### src/rtl/uart_pkg.sv
// Shared UART definitions: receiver/transmitter FSM state encoding and oversampling default.
package uart_pkg;

  localparam int OVERSAMPLE_DEFAULT = 16;

  typedef enum logic [1:0] {
    IDLE  = 2'd0,
    START = 2'd1,
    DATA  = 2'd2,
    STOP  = 2'd3
  } uart_state_e;

endpackage

### src/rtl/rx_sync.sv
// Two-flop synchronizer for the asynchronous serial line; idles high out of reset.
module rx_sync (
  input  logic clk,
  input  logic rst,
  input  logic d,
  output logic q
);

  logic r_meta;
  logic r_sync;

  always_ff @(posedge clk) begin
    if (rst) begin
      r_meta <= 1'b1;
      r_sync <= 1'b1;
    end else begin
      r_meta <= d;
      r_sync <= r_meta;
    end
  end

  assign q = r_sync;

endmodule

### src/rtl/receiver.sv
// 8N1 UART receiver, LSB first, sampling mid-bit on an oversampled rx_enb tick.
module receiver
  import uart_pkg::*;
#(
  parameter int OVERSAMPLE = OVERSAMPLE_DEFAULT
) (
  input  logic       clk,
  input  logic       rst,
  input  logic       rx,
  input  logic       rx_enb,
  output logic [7:0] data_out,
  output logic       rx_done,
  output logic       frame_err,
  output logic       rx_busy
);

  localparam int            CW      = $clog2(OVERSAMPLE);
  localparam logic [CW-1:0] HALF_M1 = CW'(OVERSAMPLE / 2 - 1);
  localparam logic [CW-1:0] FULL_M1 = CW'(OVERSAMPLE - 1);

  logic w_rx_s;

  rx_sync u_rx_sync (
    .clk (clk),
    .rst (rst),
    .d   (rx),
    .q   (w_rx_s)
  );

  uart_state_e   r_state, w_state_next;
  logic [CW-1:0] r_tick,  w_tick_next;
  logic [2:0]    r_idx,   w_idx_next;
  logic [7:0]    r_shift, w_shift_next;
  logic [7:0]    r_data,  w_data_next;
  logic          r_done,  w_done_next;
  logic          r_ferr,  w_ferr_next;
  // Start detection is only armed once the line has been seen idle, so a
  // break after a framing error or a low line at reset release is ignored.
  logic          r_armed, w_armed_next;

  always_ff @(posedge clk) begin
    if (rst) begin
      r_state <= IDLE;
      r_tick  <= '0;
      r_idx   <= '0;
      r_shift <= '0;
      r_data  <= '0;
      r_done  <= 1'b0;
      r_ferr  <= 1'b0;
      r_armed <= 1'b0;
    end else begin
      r_state <= w_state_next;
      r_tick  <= w_tick_next;
      r_idx   <= w_idx_next;
      r_shift <= w_shift_next;
      r_data  <= w_data_next;
      r_done  <= w_done_next;
      r_ferr  <= w_ferr_next;
      r_armed <= w_armed_next;
    end
  end

  always_comb begin
    w_state_next = r_state;
    w_tick_next  = r_tick;
    w_idx_next   = r_idx;
    w_shift_next = r_shift;
    w_data_next  = r_data;
    w_done_next  = 1'b0;
    w_ferr_next  = 1'b0;
    w_armed_next = r_armed;

    case (r_state)
      IDLE: begin
        if (rx_enb) begin
          if (w_rx_s) begin
            w_armed_next = 1'b1;
          end else if (r_armed) begin
            w_state_next = START;
            w_tick_next  = '0;
          end
        end
      end

      START: begin
        if (rx_enb) begin
          if (r_tick == HALF_M1) begin
            w_tick_next = '0;
            w_idx_next  = '0;
            // A start bit that is high again at its midpoint was a glitch.
            w_state_next = w_rx_s ? IDLE : DATA;
          end else begin
            w_tick_next = r_tick + CW'(1);
          end
        end
      end

      DATA: begin
        if (rx_enb) begin
          w_tick_next = r_tick + CW'(1);
          if (r_tick == FULL_M1) begin
            w_shift_next[r_idx] = w_rx_s;
            if (r_idx == 3'd7) begin
              w_state_next = STOP;
              w_tick_next  = '0;
            end else begin
              w_idx_next = r_idx + 3'd1;
            end
          end
        end
      end

      STOP: begin
        if (rx_enb) begin
          w_tick_next = r_tick + CW'(1);
          if (r_tick == FULL_M1) begin
            w_state_next = IDLE;
            w_tick_next  = '0;
            if (w_rx_s) begin
              w_data_next = r_shift;
              w_done_next = 1'b1;
            end else begin
              w_ferr_next  = 1'b1;
              w_armed_next = 1'b0;
            end
          end
        end
      end

      default: begin
        w_state_next = IDLE;
        w_tick_next  = '0;
        w_idx_next   = '0;
      end
    endcase
  end

  assign data_out  = r_data;
  assign rx_done   = r_done;
  assign frame_err = r_ferr;
  assign rx_busy   = (r_state != IDLE);

endmodule

### config.mk
export PLATFORM = sky130hd
export DESIGN_NAME = receiver
export DESIGN_NICKNAME = d
export VERILOG_FILES = /design/src/rtl/uart_pkg.sv /design/src/rtl/rx_sync.sv /design/src/rtl/receiver.sv
export SDC_FILE = /design/constraint.sdc
export NUM_CORES = 1
export LEC_CHECK = 0
export ABC_AREA = 1
export BUFFER_PORTS_ARGS = -buffer_cell sky130_fd_sc_hd__buf_4
export CORE_MARGIN = 4
export CORE_UTILIZATION = 43
export CTS_BUF_LIST = sky130_fd_sc_hd__clkbuf_4 sky130_fd_sc_hd__clkbuf_8 sky130_fd_sc_hd__clkbuf_16
export CTS_CLUSTER_DIAMETER = 200
export DETAILED_ROUTE_END_ITERATION = 12
export GPL_TIMING_DRIVEN = 1
export SLEW_MARGIN = 20
export SYNTH_ARGS = -nofsm -noshare
export SYNTH_HDL_FRONTEND = slang
export SYNTH_SLANG_ARGS = --single-unit
### constraint.sdc
create_clock -name clk -period 2.7 [get_ports clk]
set_input_delay 0.27 -clock clk [delete_from_list [all_inputs] [get_ports clk]]
set_output_delay 0.27 -clock clk [all_outputs]
set_load 0.01 [all_outputs]
==> flow_summary.yaml, run 1 <==
clocking:
  cts.htree.levels: 2
  numCtsBuffers: 5
  root_buffer: "clkbuf_4"
  clk_pin_slew_worst_paths_ns: 0.09
  cts_tree: "done"
  postCtsSetupBuffers: 0
  post_cts_resized: 0
  cts.sinks: 30
  cts_max_path_buffers: 2
  clkLatencyLatePin_ns: 0.32
  postCtsHoldBufs: 0
grt:
  grt_pass1_vias: 1099
  grt_max_degree: 17
  grt_pass1_wl_um: 4780
  track_usage: 0.145
  antenna_found_initial: 0
  gr-total-overflow: 0
layout:
  layoutNonFillerInstCount: 258
  diodes: 0
  multi_input_area_um2: 737
  fillers: 327
  utilization: 0.518
  syn_to_final_growth_pct: 13.1
  layout-drive-gt1-share: 0.192
  layout.nets: 221
  seqCellArea_um2: 601
  post-route-cell-area_um2: 1620
setup_path:
  path_class: "register to register"
  path_cells: "ha_1, nand3_2, nor2_4, inv_1, nor2_4, nand3_1, nand2_1, nor2_1"
  critical_path.startpoint_type: "register"
  cpMaxStageDelayCell: "dfxtp_1"
  worstPathArrival_ns: 1.79
  worstSetupEndpointType: "register"
  crit_required_ns: 2.92
  critical-path-max-stage-delay_ns: 0.39
  path_max_fanout: 8
  cpMostUsedCell: "nor2_4"
timing:
  setup_viol: 0
  setup_ws_ns: 1.13
  whs_ns: 0.131
  skew_ns: 0.00901
  drv_slew: 0
  worst_slew_pin_slew_ns: 0.484
  clock.fmax_mhz: 636
  period_share: 0.583
  slew_headroom: 0.677
  hold_viol: 0
  fin_setup_tns_ns: 0
  rsz0062_at_grt: "no"
  fin_crit_ns: 1.57
run_status:
  outcome: "finished, final reports clean"
run:
  cap_viol_max_count: 0
power_and_ir_drop:
  total_power_mw: 0.735
  peakVddDrop_mv: 0.266
  leakage_nw: 0.668
  powerDensity_nw_per_um2: 453
floorplan:
  die_area_um2: 4320
  num_rows: 20
  die_h_um: 65.7
  pin_count: 15
  die_w_um: 65.7
  core_um2: 3130
  start_util: 0.458
yosys:
  ys_types: 25
  synth_seq_area_share: 0.419
  ys_warn_count: 0
  syn_area_um2: 1430
  synth.net_count: 204
  ys_seq_elements: 30
  avgSynthCellArea_um2: 7.28
  synthCells: 197
routing:
  ant_nets: 0
  wl_per_cell_um: 10.9
  drt_iter0_drc: 78
  dr_total_vias: 1227
  drc: 0
  drtPass1Iterations: 4
  wl_um: 2800
  viasPerCell: 4.76
placement:
  place_area_um2: 1570
  port_buffers: 14
  finalWeightedCongestion: 0.911
  dp_hpwl_um: 2110
  dp.cells: 251
  dp_slack_ns: 1.16
min_path:
  min_path_type: "primary input to register"
## sequential cells by signal, indices dropped and copies added (netlist names), named ones only
signal / flops
data_out: 8
r_shift: 8
r_tick: 4
r_idx: 3
frame_err: 1
r_armed: 1
r_state: 1
rx_done: 1
u_rx_sync.q: 1
u_rx_sync.r_meta: 1
## routing by layer
metal / share of wire / global-route usage / routed length, um / up-vias
met5: 0 / 0 / 0 / -
li1: - / - / - / 664
met4: 0.015 / 0.0699 / 43 / 0
met1: 0.50 / 0.181 / 1390 / 542
met3: 0.037 / 0.0427 / 105 / 5
met2: 0.45 / 0.228 / 1260 / 16
## synth_stat cells
| master | number | share of area |
|---|---|---|
| dfxtp_1 | 30 | 0.42 |
| nor2_8 | 1 | 0.014 |
| clkinv_2 | 1 | 0.0035 |
| nor2_1 | 30 | 0.079 |
| o21ai_0 | 3 | 0.010 |
| nand2_4 | 1 | 0.0079 |
| a21oi_1 | 19 | 0.066 |
| nor2_4 | 3 | 0.024 |
| nand2_2 | 1 | 0.0044 |
| buf_4 | 1 | 0.0052 |
| nand4_1 | 5 | 0.022 |
| inv_2 | 3 | 0.0079 |
| or2_2 | 2 | 0.0087 |
| ha_1 | 3 | 0.026 |
| nand3_2 | 2 | 0.014 |
| nor2_2 | 3 | 0.013 |
| nor4_1 | 2 | 0.0087 |
| buf_2 | 1 | 0.0035 |
| nand2_1 | 53 | 0.14 |
| clkbuf_1 | 2 | 0.0052 |
| nand3_4 | 2 | 0.024 |
| a21oi_4 | 1 | 0.011 |
| nand3_1 | 11 | 0.038 |
| nor3_1 | 1 | 0.0035 |
| inv_1 | 16 | 0.042 |
## power by group
group / leakage (nW) / switching, mW / internal [mW] / total [mW]
clock: 0.0308 / 0.148 / 0.0934 / 0.241
sequential: 0.242 / 0.00676 / 0.447 / 0.454
combinational: 0.394 / 0.0266 / 0.0135 / 0.0400
total: 0.668 / 0.181 / 0.554 / 0.735
## cells by family after synthesis
logic type,synth area share
AO/OA/AOI/OAI,0.0881
adder cells (fa/ha/maj),0.0262
buffers and inverters,0.0672
flip-flops,0.419
AND/OR/NAND/NOR,0.400
## layout by cell type (no fill, tap or decap)
cell type and count:
nor2_2 3, nand2_2 1, nor2_1 30, nor3_1 1
a21oi_4 1, nand3_4 2, nor2_4 3, nor4_1 2
nand3_1 11, nand4_1 5, inv_1 16, nand3_2 2
o21ai_0 3, buf_4 14, a21oi_1 19, or2_2 2
nor2_8 1, inv_2 3, clkinv_2 3, dfxtp_1 30
clkbuf_4 5, nand2_4 1, ha_1 3, nand2_1 53
## worst paths after layout
| check | start | to | slack, ns | cells after the start |
|---|---|---|---|---|
| max | r_tick[0]$_SDFFE_PP0P_ | r_shift[2]$_SDFFE_PP0P_ | 1.13 | 8 |
| min | rx | u_rx_sync.r_meta$_SDFF_PP1_ | 0.13 | 2 |
| max reg2reg | r_tick[0]$_SDFFE_PP0P_ | r_shift[2]$_SDFFE_PP0P_ | 1.13 | 8 |
| min reg2reg | u_rx_sync.r_meta$_SDFF_PP1_ | u_rx_sync.q$_SDFF_PP1_ | 0.43 | 1 |
## worst max-delay path: cells and delay by family (launching register included)
| kind | cells | cell delay [ns] |
|---|---|---|
| and+or+nand+nor | 6 | 0.69 |
| DFF | 1 | 0.39 |
| adders and majority gates | 1 | 0.25 |
| buffers and inverters | 1 | 0.14 |
## cell type report
type / count / share of cell area
Sequential cell: 30 / 0.370
Multi-Input combinational cell: 143 / 0.454
Clock buffer: 5 / 0.0231
Timing Repair Buffer: 14 / 0.0648
Tap cell: 44 / 0.0340
Inverter: 20 / 0.0471
Clock inverter: 2 / 0.00617
No activity file was read; power rests on OpenSTA's default activity.
==> run 2: changes to the inputs <==
Clock period 2.7 ns to 1.6 ns, I/O delays scaled along.
==> run 2 against run 1 <==
  * Register-to-register slack worse by 0.98 ns
  * Power increased by 99%
  * Clock-buffer cell count increased by 1
  * First-iteration DRC count up 6.4%
  * Global-route usage is 0.56 points higher
  * Combinational power grew 96%
  * Critical endpoint unchanged
  * Sequential power up 67%
  * Critical path type unchanged
  * Largest power group unchanged
  * Utilization up 3.0 points
  * Non-clock buffer count is 6 higher
==> flow_summary.yaml, run 2 (synthesized netlist as in run 1, its figures left out) <==
run_status:
  outcome: "finished, final reports clean"
power_and_ir_drop:
  total_power_mw: 1.46
  p_seq_frac: 0.520
  peakVddDrop_mv: 0.482
  p_switching_mw: 0.316
  powerDensity_nw_per_um2: 851
  pwr-share-comb: 0.054
  p_clk_frac: 0.427
  leakage_nw: 0.710
  swShare: 0.217
  p_int_mw: 1.14
clocking:
  clkLatencyLatePin_ns: 0.33
  clk_pin_slew_worst_paths_ns: 0.10
  cts_max_path_buffers: 2
  numCtsBuffers: 5
  postCtsHoldBufs: 0
  cts_tree: "done"
  cts.sinks: 30
  cts.htree.levels: 2
  root_buffer: "clkbuf_4"
floorplan:
  core_um2: 3130
  start_util: 0.458
  die_area_um2: 4320
  die_w_um: 65.7
  pin_count: 15
  die_h_um: 65.7
  num_rows: 20
layout:
  layout.nets: 227
  multi_input_area_um2: 749
  final_cell_mix: "53 x nand2_1, 30 x nor2_1, 28 x dfxtp_1"
  fillers: 306
  diodes: 0
  syn_to_final_growth_pct: 19.6
  utilization: 0.548
  layout-drive-gt1-share: 0.232
  seqCellArea_um2: 603
  layout_commonest_cell: "nand2_1"
timing:
  hold_viol: 0
  worst_slew_pin_slew_ns: 0.520
  setup_viol: 0
  skew_ns: 0.0125
  period_share: 0.909
  fin_crit_ns: 1.45
  drv_slew: 0
  clock.fmax_mhz: 688
  slew_headroom: 0.653
  fin_setup_tns_ns: 0
  rsz0062_at_grt: "no"
grt:
  busiest_layer: "met2"
  grt_pass1_vias: 1140
  met3_usage: 0.0410
  antenna_found_initial: 0
  grt_pass1_wl_um: 4950
  use_met1: 0.195
  grt.met2_usage: 0.233
  track_usage: 0.151
  gr-total-overflow: 0
  grt_max_degree: 17
setup_path:
  cpMostUsedCell: "nor2_4"
  path_max_fanout: 6
  cpMaxStageDelayCell: "dfxtp_2"
  critical_path.startpoint_type: "register"
  critical-path-max-stage-delay_ns: 0.39
  worstPathBufferInverterCount: 1
  path_cells: "ha_4, nand3_2, nor2_4, inv_2, nor2_4, nand3_1, nand2_1, nor2_1"
  path_class: "register to register"
  worstSetupEndpointType: "register"
  crit_required_ns: 1.82
  critical-path-top-delay-family: "simple AND/OR/NAND/NOR gates"
  worstPathArrival_ns: 1.68
routing:
  wl_um: 2930
  drtPass1Iterations: 4
  drt_iter0_drc: 83
  wl_per_cell_um: 11.1
  ant_nets: 0
  drc: 0
  dr_total_vias: 1245
  viasPerCell: 4.72
min_path:
  min_path_type: "primary input to register"
run:
  cap_viol_max_count: 0
placement:
  dp_hpwl_um: 2120
  finalWeightedCongestion: 0.893
  port_buffers: 14
-- run 2: changes by cell type in the layout (fill, tap and decap cells not counted) --
cell,change
dfxtp_1,-2
dfxtp_2,+2
inv_2,+1
clkinv_2,-2
buf_4,+6
ha_1,-1
clkbuf_8,+1
inv_1,-1
ha_4,+1
bufinv_16,+1
-- run 2: timing repair --
item                       in CTS  in global routing
buffers inserted                0                  3
setup endpoints to repair       0                 16
gates resized for setup         0                  5
-- run 2: layout make-up --
cell class	instances	share of cell area
Sequential cell	30	0.352
Tap cell	44	0.0321
Multi-Input combinational cell	143	0.437
Inverter	20	0.0445
Timing Repair Buffer	20	0.0875
Clock inverter	1	0.0175
Clock buffer	6	0.0299
-- run 2: final timing paths --
kind / end / slack (ns) / start / cells after the start
setup / recovery: r_shift[2]$_SDFFE_PP0P_ / 0.15 / r_tick[0]$_SDFFE_PP0P_ / 8
hold / removal: u_rx_sync.r_meta$_SDFF_PP1_ / 0.02 / rx / 2
setup reg to reg: r_shift[2]$_SDFFE_PP0P_ / 0.15 / r_tick[0]$_SDFFE_PP0P_ / 8
hold reg to reg: u_rx_sync.q$_SDFF_PP1_ / 0.41 / u_rx_sync.r_meta$_SDFF_PP1_ / 1
-- run 2: worst register-to-register path: cells and delay by family, from the launching register on --
family        cells  cell delay [ns]
buf+inv           1             0.09
simple gates      6             0.68
flops             1             0.39
fa+ha+maj         1             0.17
-- run 2: layer usage --
layer	wire [um]	share of wire
met5	0	0
met2	1310	0.45
met1	1470	0.50
met4	48	0.016
met3	102	0.035
-- run 2: power groups by stage --
stage,sequential [mW],clock (mW),combinational (mW)
after floorplan,0.775,0,0.0553
after global placement,0.776,0,0.0771
after detailed placement,0.776,0,0.0778
after CTS,0.759,0.642,0.0782
after global routing,0.760,0.672,0.0878
final,0.759,0.623,0.0783
-- run 2: per-stage QoR --
stage	area, um^2	setup WS, ns	hold slack [ns]	instances
after floorplan	1430	0.234	0.239	197
after global placement	1600	0.101	0.348	254
after detailed placement	1600	0.0632	0.353	254
after CTS	1680	0.0256	0.00476	261
after global routing	1720	0.0215	0.00705	264
final	1720	0.146	0.0220	264
==> run 3: changes to the inputs <==
Settings changed: MAX_ROUTING_LAYER from default to met4, RECOVER_POWER from default to 100.
==> run 3 against run 2 <==
  * Clock skew up 0.0011 ns
  * Cell area down 2.8%
  * Non-clock buffer count unchanged
  * Global-route usage up 0.40 points
  * Largest cell class unchanged
  * Highest routed layer unchanged
==> flow_summary.yaml, run 3 (synthesized netlist as in run 1, its figures left out) <==
routing:
  dr_total_vias: 1254
  drt_iter0_drc: 81
  wl_um: 2940
  viasPerCell: 4.75
  drtPass1Iterations: 4
  drc: 0
  ant_nets: 0
  wl_per_cell_um: 11.1
run_status:
  outcome: "finished, final reports clean"
layout:
  layout-drive-gt1-share: 0.173
  final_cell_mix: "53 x nand2_1, 31 x nor2_1, 28 x dfxtp_1"
  syn_to_final_growth_pct: 16.2
  post-route-cell-area_um2: 1670
  layout_commonest_cell: "nand2_1"
  diodes: 0
  utilization: 0.533
  layout.nets: 227
timing:
  rsz0062_at_grt: "no"
  fin_setup_tns_ns: 0
  period_share: 0.917
  clock.fmax_mhz: 682
  whs_ns: 0.0207
  worst_slew_pin_slew_ns: 0.730
  hold_viol: 0
  drv_slew: 0
  fin_crit_ns: 1.47
  skew_ns: 0.0137
  setup_viol: 0
  slew_headroom: 0.513
setup_path:
  path_max_fanout: 5
  critical_path.startpoint_type: "register"
  worstPathArrival_ns: 1.70
  critical-path-top-delay-family: "simple AND/OR/NAND/NOR gates"
  rr_worst_depth: 9
  reg2reg_slack_ns: 0.13
  worstSetupEndpointType: "register"
  cpMaxStageDelayCell: "dfxtp_1"
  path_cells: "ha_1, ha_1, inv_1, nand2_1, nand3_1, nor2_2, nand2_2, nand3_1, nand2_1"
  crit_cells: 9
  crit_required_ns: 1.84
  critical-path-max-stage-delay_ns: 0.40
  reg2reg_from: "r_idx[1]$_SDFFE_PP0P_"
  path_class: "register to register"
  worstPathBufferInverterCount: 1
clocking:
  cts_tree: "done"
  root_buffer: "clkbuf_4"
  cts_max_path_buffers: 2
  clkLatencyLatePin_ns: 0.33
  postCtsHoldBufs: 0
  cts.htree.levels: 2
  clk_pin_slew_worst_paths_ns: 0.10
  cts.sinks: 30
  numCtsBuffers: 5
floorplan:
  core_um2: 3130
  start_util: 0.458
  die_w_um: 65.7
  pin_count: 15
  die_area_um2: 4320
  die_h_um: 65.7
  num_rows: 20
grt:
  track_usage: 0.155
  grt_max_degree: 17
  antenna_found_initial: 0
  gr-total-overflow: 0
  grt_pass1_wl_um: 4950
  grt_pass1_vias: 1142
min_path:
  min_from: "rx"
  whs_endpoint: "u_rx_sync.r_meta$_SDFF_PP1_"
  holdPathStages: 2
  min_path_type: "primary input to register"
power_and_ir_drop:
  total_power_mw: 1.46
  peakVddDrop_mv: 0.483
  leakage_nw: 0.655
  powerDensity_nw_per_um2: 875
placement:
  finalWeightedCongestion: 0.909
  port_buffers: 14
  dp_hpwl_um: 2120
  place_area_um2: 1600
run:
  cap_viol_max_count: 0
## run 3: cell count changes in the layout (fill, tap and decap cells not counted), sizes merged
cell and change:
buf -13, clkbuf +13
## run 3: power by group
part	total [mW]	switching [mW]	leakage [nW]	internal [mW]
Sequential	0.759	0.00488	0.243	0.754
Combinational	0.0763	0.0516	0.367	0.0246
Clock	0.622	0.259	0.0443	0.364
## run 3: layout make-up
type	instances	area [um^2]
fillers	320	1460
multi-input cells	143	742
flip-flops and latches	30	603
repair buffers	20	109
inverters	20	76.3
well taps	44	55.1
clock buffers	6	51.3
clock inverters	1	30.0
## run 3: how the worst max path moves through the flow
stage | end | startpoint | slack, ns
global route | register | r_idx[1]$_SDFFE_PP0P_ | 0.02
floorplan | r_shift[2]$_SDFFE_PP0P_ | r_tick[0]$_SDFFE_PP0P_ | 0.23
CTS | r_shift[2]$_SDFFE_PP0P_ | r_tick[0]$_SDFFE_PP0P_ | 0.03
global placement | r_shift[0]$_SDFFE_PP0P_ | r_tick[0]$_SDFFE_PP0P_ | 0.10
finish | register | r_idx[1]$_SDFFE_PP0P_ | 0.13
detailed placement | r_shift[2]$_SDFFE_PP0P_ | r_tick[0]$_SDFFE_PP0P_ | 0.06
## run 3: what timing repair did
action / 4_1_cts / 5_1_grt
setup buffers: 0 / 3
endpoints found under the setup margin: 0 / 16
resized for setup: 0 / 5
## run 3: metal layers
layer  GRT usage  routed length (um)
met1       0.195                1450
met2       0.233                1330
met3      0.0410                 115
met4      0.0699                  46
met5           -                   0
## run 3: metrics by stage
stage                     setup WS (ns)  std cells
final                             0.133        264
after global routing             0.0155        264
after CTS                        0.0256        261
after detailed placement         0.0632        254
after global placement            0.101        254
after floorplan                   0.234        197
